==> config.mk <==
export PLATFORM = sky130hd
export DESIGN_NAME = ula_arbiter
export DESIGN_NICKNAME = d
export VERILOG_FILES = /design/src/rtl/ula_arbiter.sv
export SDC_FILE = /design/constraint.sdc
export NUM_CORES = 1
export LEC_CHECK = 0
export CORE_MARGIN = 2
export CORE_UTILIZATION = 41
export CTS_CLUSTER_SIZE = 24
export DETAILED_ROUTE_END_ITERATION = 8
export GPL_ROUTABILITY_DRIVEN = 0
export PLACE_DENSITY = 0.83
export RECOVER_POWER = 100
export SLEW_MARGIN = 20
export SYNTH_ARGS = -nofsm -noshare
export SYNTH_HDL_FRONTEND = slang
export SYNTH_SLANG_ARGS = --single-unit
==> constraint.sdc <==
create_clock -name clk -period 1.7 [get_ports clk]
set_input_delay 0.51 -clock clk [delete_from_list [all_inputs] [get_ports clk]]
set_output_delay 0.51 -clock clk [all_outputs]
set_load 0.01 [all_outputs]
==> src/rtl/ula_arbiter.sv <==
// ---------------------------------------------------------------------------
// ula_arbiter
//
// Round-robin scheduler that shares one combinational `ula` between two
// requesters. A request (opcode + A/B operands) is accepted over a
// valid/ready handshake, latched, presented to the `ula` for one cycle,
// and the registered result is returned on the granted port's response
// channel with its own valid/ready handshake.
//
// Ports:
//   clk, rst_n                 clock, asynchronous active-low reset
//   reqN_valid / reqN_ready    request handshake, port N in {0,1}
//   reqN_op, reqN_a, reqN_b    request opcode and operands
//   respN_valid / respN_ready  response handshake, port N in {0,1}
//   resp_data                  registered result shared by both ports
//   resp_zero, resp_neg        result flags (only with ULA_ARB_FLAGS_EN)
//   alu_a, alu_b, alu_s        drive the shared `ula` inputs a, b, s
//   alu_out                    result from the shared `ula`
//
// Configuration macro:
//   ULA_ARB_FLAGS_EN  adds the registered resp_zero / resp_neg outputs.
// ---------------------------------------------------------------------------
module ula_arbiter #(
  parameter int WIDTH = 8,
  parameter int OP_W  = 4
) (
  input  logic             clk,
  input  logic             rst_n,
  input  logic             req0_valid,
  output logic             req0_ready,
  input  logic [OP_W-1:0]  req0_op,
  input  logic [WIDTH-1:0] req0_a,
  input  logic [WIDTH-1:0] req0_b,
  input  logic             req1_valid,
  output logic             req1_ready,
  input  logic [OP_W-1:0]  req1_op,
  input  logic [WIDTH-1:0] req1_a,
  input  logic [WIDTH-1:0] req1_b,
  output logic             resp0_valid,
  input  logic             resp0_ready,
  output logic             resp1_valid,
  input  logic             resp1_ready,
  output logic [WIDTH-1:0] resp_data,
`ifdef ULA_ARB_FLAGS_EN
  output logic             resp_zero,
  output logic             resp_neg,
`endif
  output logic [WIDTH-1:0] alu_a,
  output logic [WIDTH-1:0] alu_b,
  output logic [OP_W-1:0]  alu_s,
  input  logic [WIDTH-1:0] alu_out
);

  typedef enum logic [1:0] {
    IDLE = 2'd0,
    EXEC = 2'd1,
    RESP = 2'd2
  } state_t;

  state_t state, state_nxt;

  // Port granted most recently; a tie goes to the other port.
  logic last_grant;
  // Port that owns the operation currently in EXEC/RESP.
  logic gnt_q;

  logic win0, win1;
  logic accept;

  // Round-robin winner selection, only consulted while IDLE.
  assign win0 = req0_valid & (~req1_valid | last_grant);
  assign win1 = req1_valid & (~req0_valid | ~last_grant);

  // State register.
  // NOTE: sequential state uses non-blocking (<=) so every register samples
  // the pre-edge values of the others, independent of statement order.
  always_ff @(posedge clk or negedge rst_n) begin
    if (!rst_n) begin
      state <= IDLE;
    end else begin
      state <= state_nxt;
    end
  end

  // Next-state and handshake outputs.
  // NOTE: every signal gets a default before the case so no path leaves
  // one unassigned, which would otherwise infer a latch.
  always_comb begin
    state_nxt   = state;
    req0_ready  = 1'b0;
    req1_ready  = 1'b0;
    resp0_valid = 1'b0;
    resp1_valid = 1'b0;
    case (state)
      IDLE: begin
        req0_ready = win0;
        req1_ready = win1;
        if (win0 || win1) begin
          state_nxt = EXEC;
        end
      end
      EXEC: begin
        state_nxt = RESP;
      end
      RESP: begin
        resp0_valid = ~gnt_q;
        resp1_valid = gnt_q;
        if (gnt_q ? resp1_ready : resp0_ready) begin
          state_nxt = IDLE;
        end
      end
      default: begin
        state_nxt = IDLE;
      end
    endcase
  end

  assign accept = req0_ready | req1_ready;

  // Latched request (drives the ula directly) and grant bookkeeping.
  // The alu_* outputs are the latch registers, so they hold their last
  // value while IDLE and are stable throughout EXEC and RESP.
  always_ff @(posedge clk or negedge rst_n) begin
    if (!rst_n) begin
      alu_s      <= '0;
      alu_a      <= '0;
      alu_b      <= '0;
      gnt_q      <= 1'b0;
      last_grant <= 1'b1;
    end else if (accept) begin
      alu_s      <= req1_ready ? req1_op : req0_op;
      alu_a      <= req1_ready ? req1_a  : req0_a;
      alu_b      <= req1_ready ? req1_b  : req0_b;
      gnt_q      <= req1_ready;
      last_grant <= req1_ready;
    end
  end

  // Result capture at the end of EXEC; held unchanged through RESP.
  always_ff @(posedge clk or negedge rst_n) begin
    if (!rst_n) begin
      resp_data <= '0;
    end else if (state == EXEC) begin
      resp_data <= alu_out;
    end
  end

`ifdef ULA_ARB_FLAGS_EN
  // Flags are captured on the same edge as resp_data so they always agree.
  always_ff @(posedge clk or negedge rst_n) begin
    if (!rst_n) begin
      resp_zero <= 1'b0;
      resp_neg  <= 1'b0;
    end else if (state == EXEC) begin
      resp_zero <= (alu_out == '0);
      resp_neg  <= alu_out[WIDTH-1];
    end
  end
`endif

endmodule

==> results.txt, run 1 <==
The flow ran to the end, but the final reports show violations. The final reports fail on negative setup slack. The max-slew violation total from the final report is 0. The post-synthesis xor/xnor area fraction works out to 0. Entering global routing, the biggest net connects 28 pins. Part of the Yosys area used for sequential elements: 0.437.

Internal power comes to 2.93 mW. The leading cell type in the layout, fill and taps excluded was sky130_fd_sc_hd__clkdlybuf4s50_1. Initial standard-cell utilization of the core: 0.425. In the routed design, unresolved DRC markers number 0. The async set-reset flop share out of synthesis is 1.00, and the maximum fanout along the worst path is 3. The run gives 1,491 as the number of global-route vias before repair. Hold repair after CTS inserted 0 buffers. The logs give 1 for the final setup violation count and 0 for the number of antenna violations at the first check in global routing.

The power per standard cell area is 1530 nW/um^2, and the fraction of the mapped netlist area in simple logic gates is 0.0327. The total area inside the core boundary comes to 4320 sq um. The final cell count without fillers was 296. Number of clock buffers inserted by TritonCTS: 5. The analysis attributes to cell leakage a power of 1.47 nW.

The clock drives 32 sinks. The max-slew headroom at the worst pin was 0.612; the count of different cell masters after synthesis was 22. The switching power of the nets is 1.56 mW, and the adder-cell share of the synthesized area is 0. Once detail routing completed, the nets flagged for antenna violations numbered 0. Counting flops with a built-in enable in the synthesized netlist gives 0. The H-tree generated during clock tree synthesis spans 2 levels. The final-report hold violation count came out at 0. The complex-gate fraction of the synthesized area is 0.369. The share of the clock period used by the worst path came out at 1.01.

The signal on the critical path passes through nand2b_4 -> nand3_2 -> inv_2 -> buf_6. The post-synthesis instance area is 1840 sq um, and the required time at the worst-slack endpoint is 1.19 ns. After detailed routing, the number of vias per cell comes to 5.17. The largest family of logic cells by synthesized area is compound AO/OA/AOI/OAI gates.

The run gives 0.498 ns as the post-route worst hold slack. The type of the worst setup path is reg -> out. Dividing the synthesized area by the synthesized cell count gives 11.9 sq um. Yosys printed 0 warnings. The tools report the count of routing violations after the opening detailed-route iteration as 55. Via count: 1,530. The floorplan step set the die height to 70.9 microns. The highest cell delay on the worst timing path works out to 0.56 ns. The share of total power in sequential cells was 0.304; the share of synthesized area spent on multiplexers was 0.0552. The tools report the reported max-cap violation count as 0. Setup repair after global routing could not meet its margin everywhere.

The run gives 0.176 as the overall global routing resource usage. The register bit total from synthesis came out at 32. The clock latency reported for the late side of the worst-skew pair was 0.27 ns; the net switching fraction of the power was 0.347. Clock skew on the completed layout was measured at 0.00160 ns. For this design the top-level I/O count stands at 86.

Clock share of power: 0.131. Based on the critical path, the design can be clocked at up to 585 MHz. The layout cell share with drive strength beyond 1 works out to 0.250. Overall power consumption after layout is estimated at 4.49 mW. The slack of the critical path is -0.0101 ns. In the synthesized netlist the dominant register cell turns out to be sky130_fd_sc_hd__dfrtp_1. The tools report the area of the die as 5030 sq um. The transition at the pin with the smallest max-transition slack was 0.581 ns. The wire length of the first global-routing pass came out at 7080 microns. After filler insertion, the fill cell instance count of the layout stands at 331.

For the number of core rows, the log shows 24. The layout overhead on the synthesized area was 60.1%. The final critical delay including setup and external delays is 1.71 ns. Worst min-delay path category: reg -> reg.

For the overflow left after global routing, the log shows 0. Clock-pin slew was measured on the worst setup and hold paths at 0.06 ns. The count of input and output buffers is 85, and the synthesized instance count is 155. Dividing the detail-routed wire length by the instance count gives 15.0 microns. The total inserted antenna cells was 0. Startpoint type of the worst setup path: a flop. The number of optimization iterations in the first detailed-route pass came out at 4. For the worst setup path, the data arrival time is 1.20 ns. The chip width works out to 70.9 microns. Leaving out fill and tap cells, the most frequent cells in the layout are 58 x sky130_fd_sc_hd__clkdlybuf4s50_1, 31 x sky130_fd_sc_hd__dfrtp_1, 21 x sky130_fd_sc_hd__inv_1. CTS placed an instance of sky130_fd_sc_hd__clkbuf_8 at the clock tree root. The combinational group share of total power is 0.565, and the total number of nets in the final design is 297. The logs give 3200 microns for the total half-perimeter wirelength after legalization and detailed placement and 4440 microns for the total wire length.

The run gives 287 as the number of cells after detailed placement. The net count after synthesis is 209. The tools report the number of buffers on the longest clock path as 2. VDD sags by at most 0.000965 V. The worst setup path is captured at an output port. TritonCTS built the clock tree. The critical-path cell with the highest stage delay was sky130_fd_sc_hd__dfstp_2.
[cells by family (layout without fill, tap and decap cells)]
logic type | Yosys count | in the layout
AND/OR/NAND/NOR | 12 | 12
flip-flops | 32 | 32
buffers and inverters | 39 | 128
multiplexers | 9 | 9
AO/OA/AOI/OAI | 63 | 63
[path summary, 6_finish.rpt]
check	endpoint	from	slack, ns	cells past startpoint
min in group asynchronous	alu_a[1]	rst_n	0.77	2
setup reg to reg	alu_a[3]	last_grant	0.10	4
setup / recovery	req0_ready	last_grant	-0.01	4
hold / removal	resp_data[1]	resp_data[1]	0.50	1
hold reg to reg	resp_data[1]	resp_data[1]	0.50	1
max in group asynchronous	alu_s[3]	rst_n	0.53	2
[Yosys cell counts (2+ instances only)]
| cell type | number | area [sq um] |
|---|---|---|
| sky130_fd_sc_hd__clkbuf_1 | 5 | 18.8 |
| sky130_fd_sc_hd__buf_6 | 4 | 45.0 |
| sky130_fd_sc_hd__buf_2 | 7 | 35.0 |
| sky130_fd_sc_hd__o21a_1 | 20 | 150 |
| sky130_fd_sc_hd__a211o_1 | 20 | 175 |
| sky130_fd_sc_hd__a2111oi_4 | 3 | 82.6 |
| sky130_fd_sc_hd__nor2_1 | 5 | 18.8 |
| sky130_fd_sc_hd__a21o_1 | 2 | 15.0 |
| sky130_fd_sc_hd__a2111oi_2 | 16 | 240 |
| sky130_fd_sc_hd__nand2b_1 | 2 | 12.5 |
| sky130_fd_sc_hd__inv_1 | 22 | 82.6 |
| sky130_fd_sc_hd__dfrtp_1 | 31 | 776 |
| sky130_fd_sc_hd__mux2_2 | 9 | 101 |
[state kept, by name, summed over array words and instances, names as in the netlist]
register	cells
resp_data	8
state	2
alu_b	8
gnt_q	1
alu_s	4
alu_a	8
last_grant	1
[metrics by stage]
stage	TNS (ns)	utilization	area, sq um	worst slack (ns)
floorplan	0	-	1840	0.100
global placement	-11.29	0.641	2770	-0.546
detailed placement	-12.42	0.641	2770	-0.579
CTS	-0.0501	0.659	2850	-0.0285
global route	-0.295	0.680	2940	-0.0682
finish	-0.0101	0.680	2940	-0.0101
[critical path, delay by kind of cell (launching register included)]
kind / cells / cell delay, ns
DFF: 1 / 0.56
and+or+nand+nor: 2 / 0.21
buffers and inverters: 2 / 0.17
[routing by layer]
layer | track usage | share of wire | wire length, microns
met4 | 0.0440 | 0 | 0
met1 | 0.214 | 0.41 | 1820
met5 | 0 | 0 | 0
met2 | 0.316 | 0.53 | 2350
met3 | 0.0399 | 0.061 | 269
[what timing repair did]
item,4_1_cts,5_1_grt
gates resized for setup,21,31
buffers inserted,1,0
setup endpoints to repair,27,41
[power groups by stage]
stage	Clock [mW]	Combinational (mW)	Sequential (mW)
after global routing	0.663	2.72	1.41
after CTS	0.619	2.55	1.37
after global placement	0	2.53	1.36
after detailed placement	0	2.58	1.38
after floorplan	0	1.40	1.53
final	0.590	2.53	1.36
[final cells by class]
type	instances	area [sq um]	share of cell area
well taps	52	65.1	0.0221
multi-input cells	84	885	0.301
repair buffers	98	1010	0.345
clock buffers	6	82.6	0.0281
inverters	22	82.6	0.0281
clock inverters	2	10.0	0.00340
flip-flops and latches	32	802	0.273
Power figures use the tool's default switching activity.
==> run 2: changes to the inputs <==
--- a/config.mk
+++ b/config.mk
@@ -5,14 +5,16 @@
 export SDC_FILE = /design/constraint.sdc
 export NUM_CORES = 1
 export LEC_CHECK = 0
+export ABC_AREA = 1
 export CORE_MARGIN = 2
 export CORE_UTILIZATION = 41
+export CTS_BUF_LIST = sky130_fd_sc_hd__clkbuf_4 sky130_fd_sc_hd__clkbuf_8
 export CTS_CLUSTER_SIZE = 24
 export DETAILED_ROUTE_END_ITERATION = 8
 export GPL_ROUTABILITY_DRIVEN = 0
-export PLACE_DENSITY = 0.83
+export PLACE_DENSITY = 0.85
 export RECOVER_POWER = 100
-export SLEW_MARGIN = 20
+export SLEW_MARGIN = 25
 export SYNTH_ARGS = -nofsm -noshare
 export SYNTH_HDL_FRONTEND = slang
 export SYNTH_SLANG_ARGS = --single-unit
==> run 2 against run 1 <==
Effect of this change:
- the run still ends with negative setup slack left
- clock power increased by 2%
- global-route usage rose by 5.3 points
- die area decreased by 8.5%
- largest power group unchanged
- highest routed layer is now met4
==> results.txt, run 2 <==
The flow ran to the end, but the final reports show violations. Violations in the final reports: negative setup slack (unchanged). The run gives 7810 microns (was 7080 microns) as the wire length of the first global-routing pass. The highest cell delay on the worst timing path came out at 0.39 ns (was 0.56 ns). Register bit total from synthesis: 32 (unchanged).

The cell count along the critical path is 5 (was 4), and the total number of nets in the final design is 387 (was 297). The buffer cell driving the clock tree root is sky130_fd_sc_hd__clkbuf_8 (unchanged). Critical path capture point type: an output port (unchanged). The final critical delay including setup and external delays works out to 1.79 ns (was 1.71 ns). Total non-filler cell area in the finished layout: 2810 sq um (was 2940 sq um).

Maximum achievable frequency: 559 MHz (was 585 MHz). The clock transition time at the flip-flop clock pins of the worst setup and hold paths was 0.06 ns (about the same); the share of the clock period used by the worst path was 1.05 (was 1.01). The tools report the worst clock skew on the final layout as 0.00329 ns (was 0.00160 ns). The tools report the count of antenna-violating nets left after detailed routing as 0 (unchanged). The run gives 0 (unchanged) as the number of warnings reported in the yosys synthesis log.

The height of the die is 67.9 microns (was 70.9 microns). The average via count per standard cell was 4.85 (was 5.17). Largest regs: alu_a (8), alu_b (8), resp_data (8) (unchanged). Area of all sequential standard cells: 802 sq um (unchanged).

The cell family contributing the most delay on the critical path is flip-flops (unchanged). The async set-reset flop share out of synthesis works out to 1.00 (unchanged). For the count of different cell masters after synthesis, the log shows 14 (was 22).

The layout overhead on the synthesized area is 68.2% (was 60.1%). The total leakage power is 1.67 nW (was 1.47 nW). Synth top area cells: sky130_fd_sc_hd__dfrtp_1 46%, sky130_fd_sc_hd__nand2_1 18%, sky130_fd_sc_hd__inv_1 10% (was sky130_fd_sc_hd__dfrtp_1 42%, sky130_fd_sc_hd__a2111oi_2 13%, sky130_fd_sc_hd__a211o_1 9.5%).

The startpoint type of the worst setup path is a flop (unchanged). Most frequently used cell type in the post-synthesis netlist: sky130_fd_sc_hd__nand2_1 (was sky130_fd_sc_hd__dfrtp_1). Critical-path cell with the highest stage delay: sky130_fd_sc_hd__dfrtp_1 (was sky130_fd_sc_hd__dfstp_2). Clock sink count: 32 (unchanged). TritonCTS built the clock tree.

The leading cell type in the layout, fill and taps excluded is sky130_fd_sc_hd__nand2_1 (was sky130_fd_sc_hd__clkdlybuf4s50_1). The number of flops mapped to enable cells by yosys was 0 (unchanged); the part of the Yosys area used for sequential elements was 0.480 (was 0.437). Top cells by instance count after synthesis: 80 x sky130_fd_sc_hd__nand2_1, 46 x sky130_fd_sc_hd__inv_1, 31 x sky130_fd_sc_hd__dfrtp_1 (was 31 x sky130_fd_sc_hd__dfrtp_1, 22 x sky130_fd_sc_hd__inv_1, 20 x sky130_fd_sc_hd__a211o_1, 20 x sky130_fd_sc_hd__o21a_1, 16 x sky130_fd_sc_hd__a2111oi_2).

Type of the worst setup path: reg -> out (unchanged). The run gives 3970 sq um (was 4320 sq um) as the core area. The run gives 4860 microns (was 4440 microns) as the total wire length. For the number of clock buffers inserted by TritonCTS, the log shows 5 (unchanged). The run gives 0 (unchanged) as the total inserted antenna cells.

The power per standard cell area works out to 1570 nW/um^2 (was 1530 nW/um^2). The transition at the pin with the smallest max-transition slack came out at 0.780 ns (was 0.581 ns). Synthesized instance count: 232 (was 155). The worst-case reg-to-reg path depth is 6 (was 4).

The tools report the overflow left after global routing as 0 (unchanged). The logs give 86 (unchanged) for the count of pins on the block boundary and -0.605 ns (was -0.579 ns) for the worst-case setup slack after placement. The final-report hold violation count was 0 (unchanged); the chip width was 67.9 microns (was 70.9 microns).

For the filler cell count in the final layout, the log shows 354 (was 331). The most instantiated flip-flop cell in the synthesis netlist was sky130_fd_sc_hd__dfrtp_1 (unchanged). The worst setup path endpoint was req0_ready (unchanged).

CP cell instances: buf_4 -> nor2_4 -> nand2_1 -> a21oi_1 -> buf_2 (was nand2b_4 -> nand3_2 -> inv_2 -> buf_6). The count of routing violations after the opening detailed-route iteration came out at 80 (was 55). The tools report the worst flop-to-flop path endpoint as resp_data[3] (was alu_a[3]). The share of Yosys cell area claimed by the top area cell type is 0.464 (was 0.422), and the max-slew violation total from the final report is 0 (unchanged).

The mean post-synth cell area came out at 7.21 sq um (was 11.9 sq um). The number of core rows is 23 (was 24). The required time at the worst-slack endpoint came out at 1.19 ns (about the same). The max-slew headroom at the worst pin is 0.480 (was 0.612), and the layout cell share with drive strength beyond 1 is 0.132 (was 0.250). The net count after synthesis is 286 (was 209). The arrival time of the worst setup path is 1.28 ns (was 1.20 ns), and the number of antenna violations at the first check in global routing is 0 (unchanged). The slack of the critical path is -0.0888 ns (was -0.0101 ns), and the multi-input gate area in the final layout is 656 sq um (was 885 sq um).

The logs give 2650 sq um (was 2770 sq um) for the post-placement cell area and 0.000991 V (was 0.000965 V) for the worst IR drop on VDD. The maximum fanout along the worst path is 4 (was 3). The top cell type by total area after synthesis was sky130_fd_sc_hd__dfrtp_1 (unchanged). The run gives 2 (unchanged) as the maximum level of the CTS H-tree. The number of optimization iterations in the first detailed-route pass is 4 (unchanged). Setup repair after global routing could not meet its margin everywhere.

Maximum number of pins on one net before global-route repair: 33 (was 28). The final setup violation count was 4 (was 1). The count of input and output buffers was 85 (unchanged); the via count was 1,864 (was 1,530). The run gives 0.229 (was 0.176) as the overall global routing resource usage. Source of the critical timing path: state[0] (was last_grant). For the post-synthesis instance area, the log shows 1670 sq um (was 1840 sq um). The total half-perimeter wirelength after legalization and detailed placement was 3450 microns (was 3200 microns). The average routed wire per standard cell works out to 12.7 microns (was 15.0 microns). For the reported max-cap violation count, the log shows 0 (unchanged). The area of the die came out at 4600 sq um (was 5030 sq um). Highest-count cells in the layout ignoring fill and taps: 80 x sky130_fd_sc_hd__nand2_1, 50 x sky130_fd_sc_hd__clkdlybuf4s50_1, 44 x sky130_fd_sc_hd__inv_1 (was 58 x sky130_fd_sc_hd__clkdlybuf4s50_1, 31 x sky130_fd_sc_hd__dfrtp_1, 21 x sky130_fd_sc_hd__inv_1). The worst path buffer plus inverter count was 2 (unchanged); the number of global-route vias before repair was 1,748 (was 1,491). The run gives 0.421 (was 0.425) as the initial standard-cell utilization of the core. The number of buffers on the longest clock path came out at 2 (unchanged). The clock latency reported for the late side of the worst-skew pair is 0.29 ns (was 0.27 ns), and the remaining routing DRC violations is 0 (unchanged). The tools report the register-to-register setup slack as 0.20 ns (was 0.10 ns). The worst min-delay path category is in -> async (was reg -> reg). The worst reg2reg path startpoint was state[0] (was last_grant).
## run 2: cell types whose count changed after synthesis, moves of 3 or more
cell                        previous run  this run
sky130_fd_sc_hd__nand4_1               0        20
sky130_fd_sc_hd__o21a_1               20         0
sky130_fd_sc_hd__nand3_1               1        29
sky130_fd_sc_hd__mux2_2                9         0
sky130_fd_sc_hd__nand2_1               1        80
sky130_fd_sc_hd__a2111oi_2            16         0
sky130_fd_sc_hd__a211o_1              20         0
sky130_fd_sc_hd__inv_1                22        46
sky130_fd_sc_hd__a2111oi_4             3         0
sky130_fd_sc_hd__buf_6                 4         0
sky130_fd_sc_hd__o21ai_0               1         4
## run 2: power by group
group | internal [mW] | total (mW) | switching [mW]
Clock | 0.322 | 0.601 | 0.279
Combinational | 1.16 | 2.43 | 1.27
Sequential | 1.16 | 1.37 | 0.213
Total | 2.64 | 4.40 | 1.76
## run 2: per-layer routing
| metal | global-route usage | wire, microns | share of wire |
|---|---|---|---|
| met5 | 0 | 0 | 0 |
| met4 | 0.0775 | 78 | 0.016 |
| met3 | 0.0625 | 359 | 0.074 |
| met2 | 0.401 | 2470 | 0.51 |
| met1 | 0.271 | 1960 | 0.40 |
## run 2: what timing repair did
| item | 4_1_cts | 5_1_grt |
|---|---|---|
| setup endpoints to repair | 18 | 18 |
| gates resized for setup | 34 | 22 |
| hold buffers | 0 | 0 |
| buffers inserted | 4 | 2 |
| pin swaps | 3 | 1 |
## run 2: area by class of cell
type	instances	area share
multi-input cells	140	0.233
repair buffers	107	0.364
flip-flops and latches	32	0.285
inverters	47	0.0628
clock buffers	6	0.0294
clock inverters	2	0.00356
well taps	50	0.0223
## run 2: cell families after synthesis
kind of cell,synth area share
compound gates,0.0150
buf+inv,0.141
flops,0.480
simple gates,0.364
## run 2: worst min path at each step
stage | startpoint | to | slack [ns] | cells past startpoint
2_1_floorplan | rst_n | alu_a[0] | 0.21 | 0
3_3_place_gp | resp_data[6] | resp_data[6] | 0.46 | 2
3_5_place_dp | resp_data[6] | resp_data[6] | 0.46 | 2
4_1_cts | rst_n | alu_b[4] | 0.24 | 2
5_1_grt | rst_n | alu_b[4] | 0.45 | 2
6_report | rst_n | alu_b[4] | 0.38 | 2
## run 2: worst reg2reg max path, delay by kind of cell (launching register included)
| family | cells | cell delay (ns) |
|---|---|---|
| buffers and inverters | 3 | 0.57 |
| flip-flops | 1 | 0.36 |
| AND/OR/NAND/NOR | 3 | 0.47 |
## run 2: metrics by stage
stage / power, mW / setup TNS [ns] / std cells / hold WS, ns / utilization
detailed placement: 3.85 / -7.36 / 370 / 0.458 / 0.668
CTS: 4.40 / -0.137 / 382 / 0.244 / 0.691
floorplan: 2.52 / 0 / 232 / 0.214 / -
global placement: 3.76 / -6.33 / 370 / 0.456 / 0.668
finish: 4.40 / -0.188 / 384 / 0.377 / 0.708
global route: 4.77 / -0.444 / 384 / 0.448 / 0.708
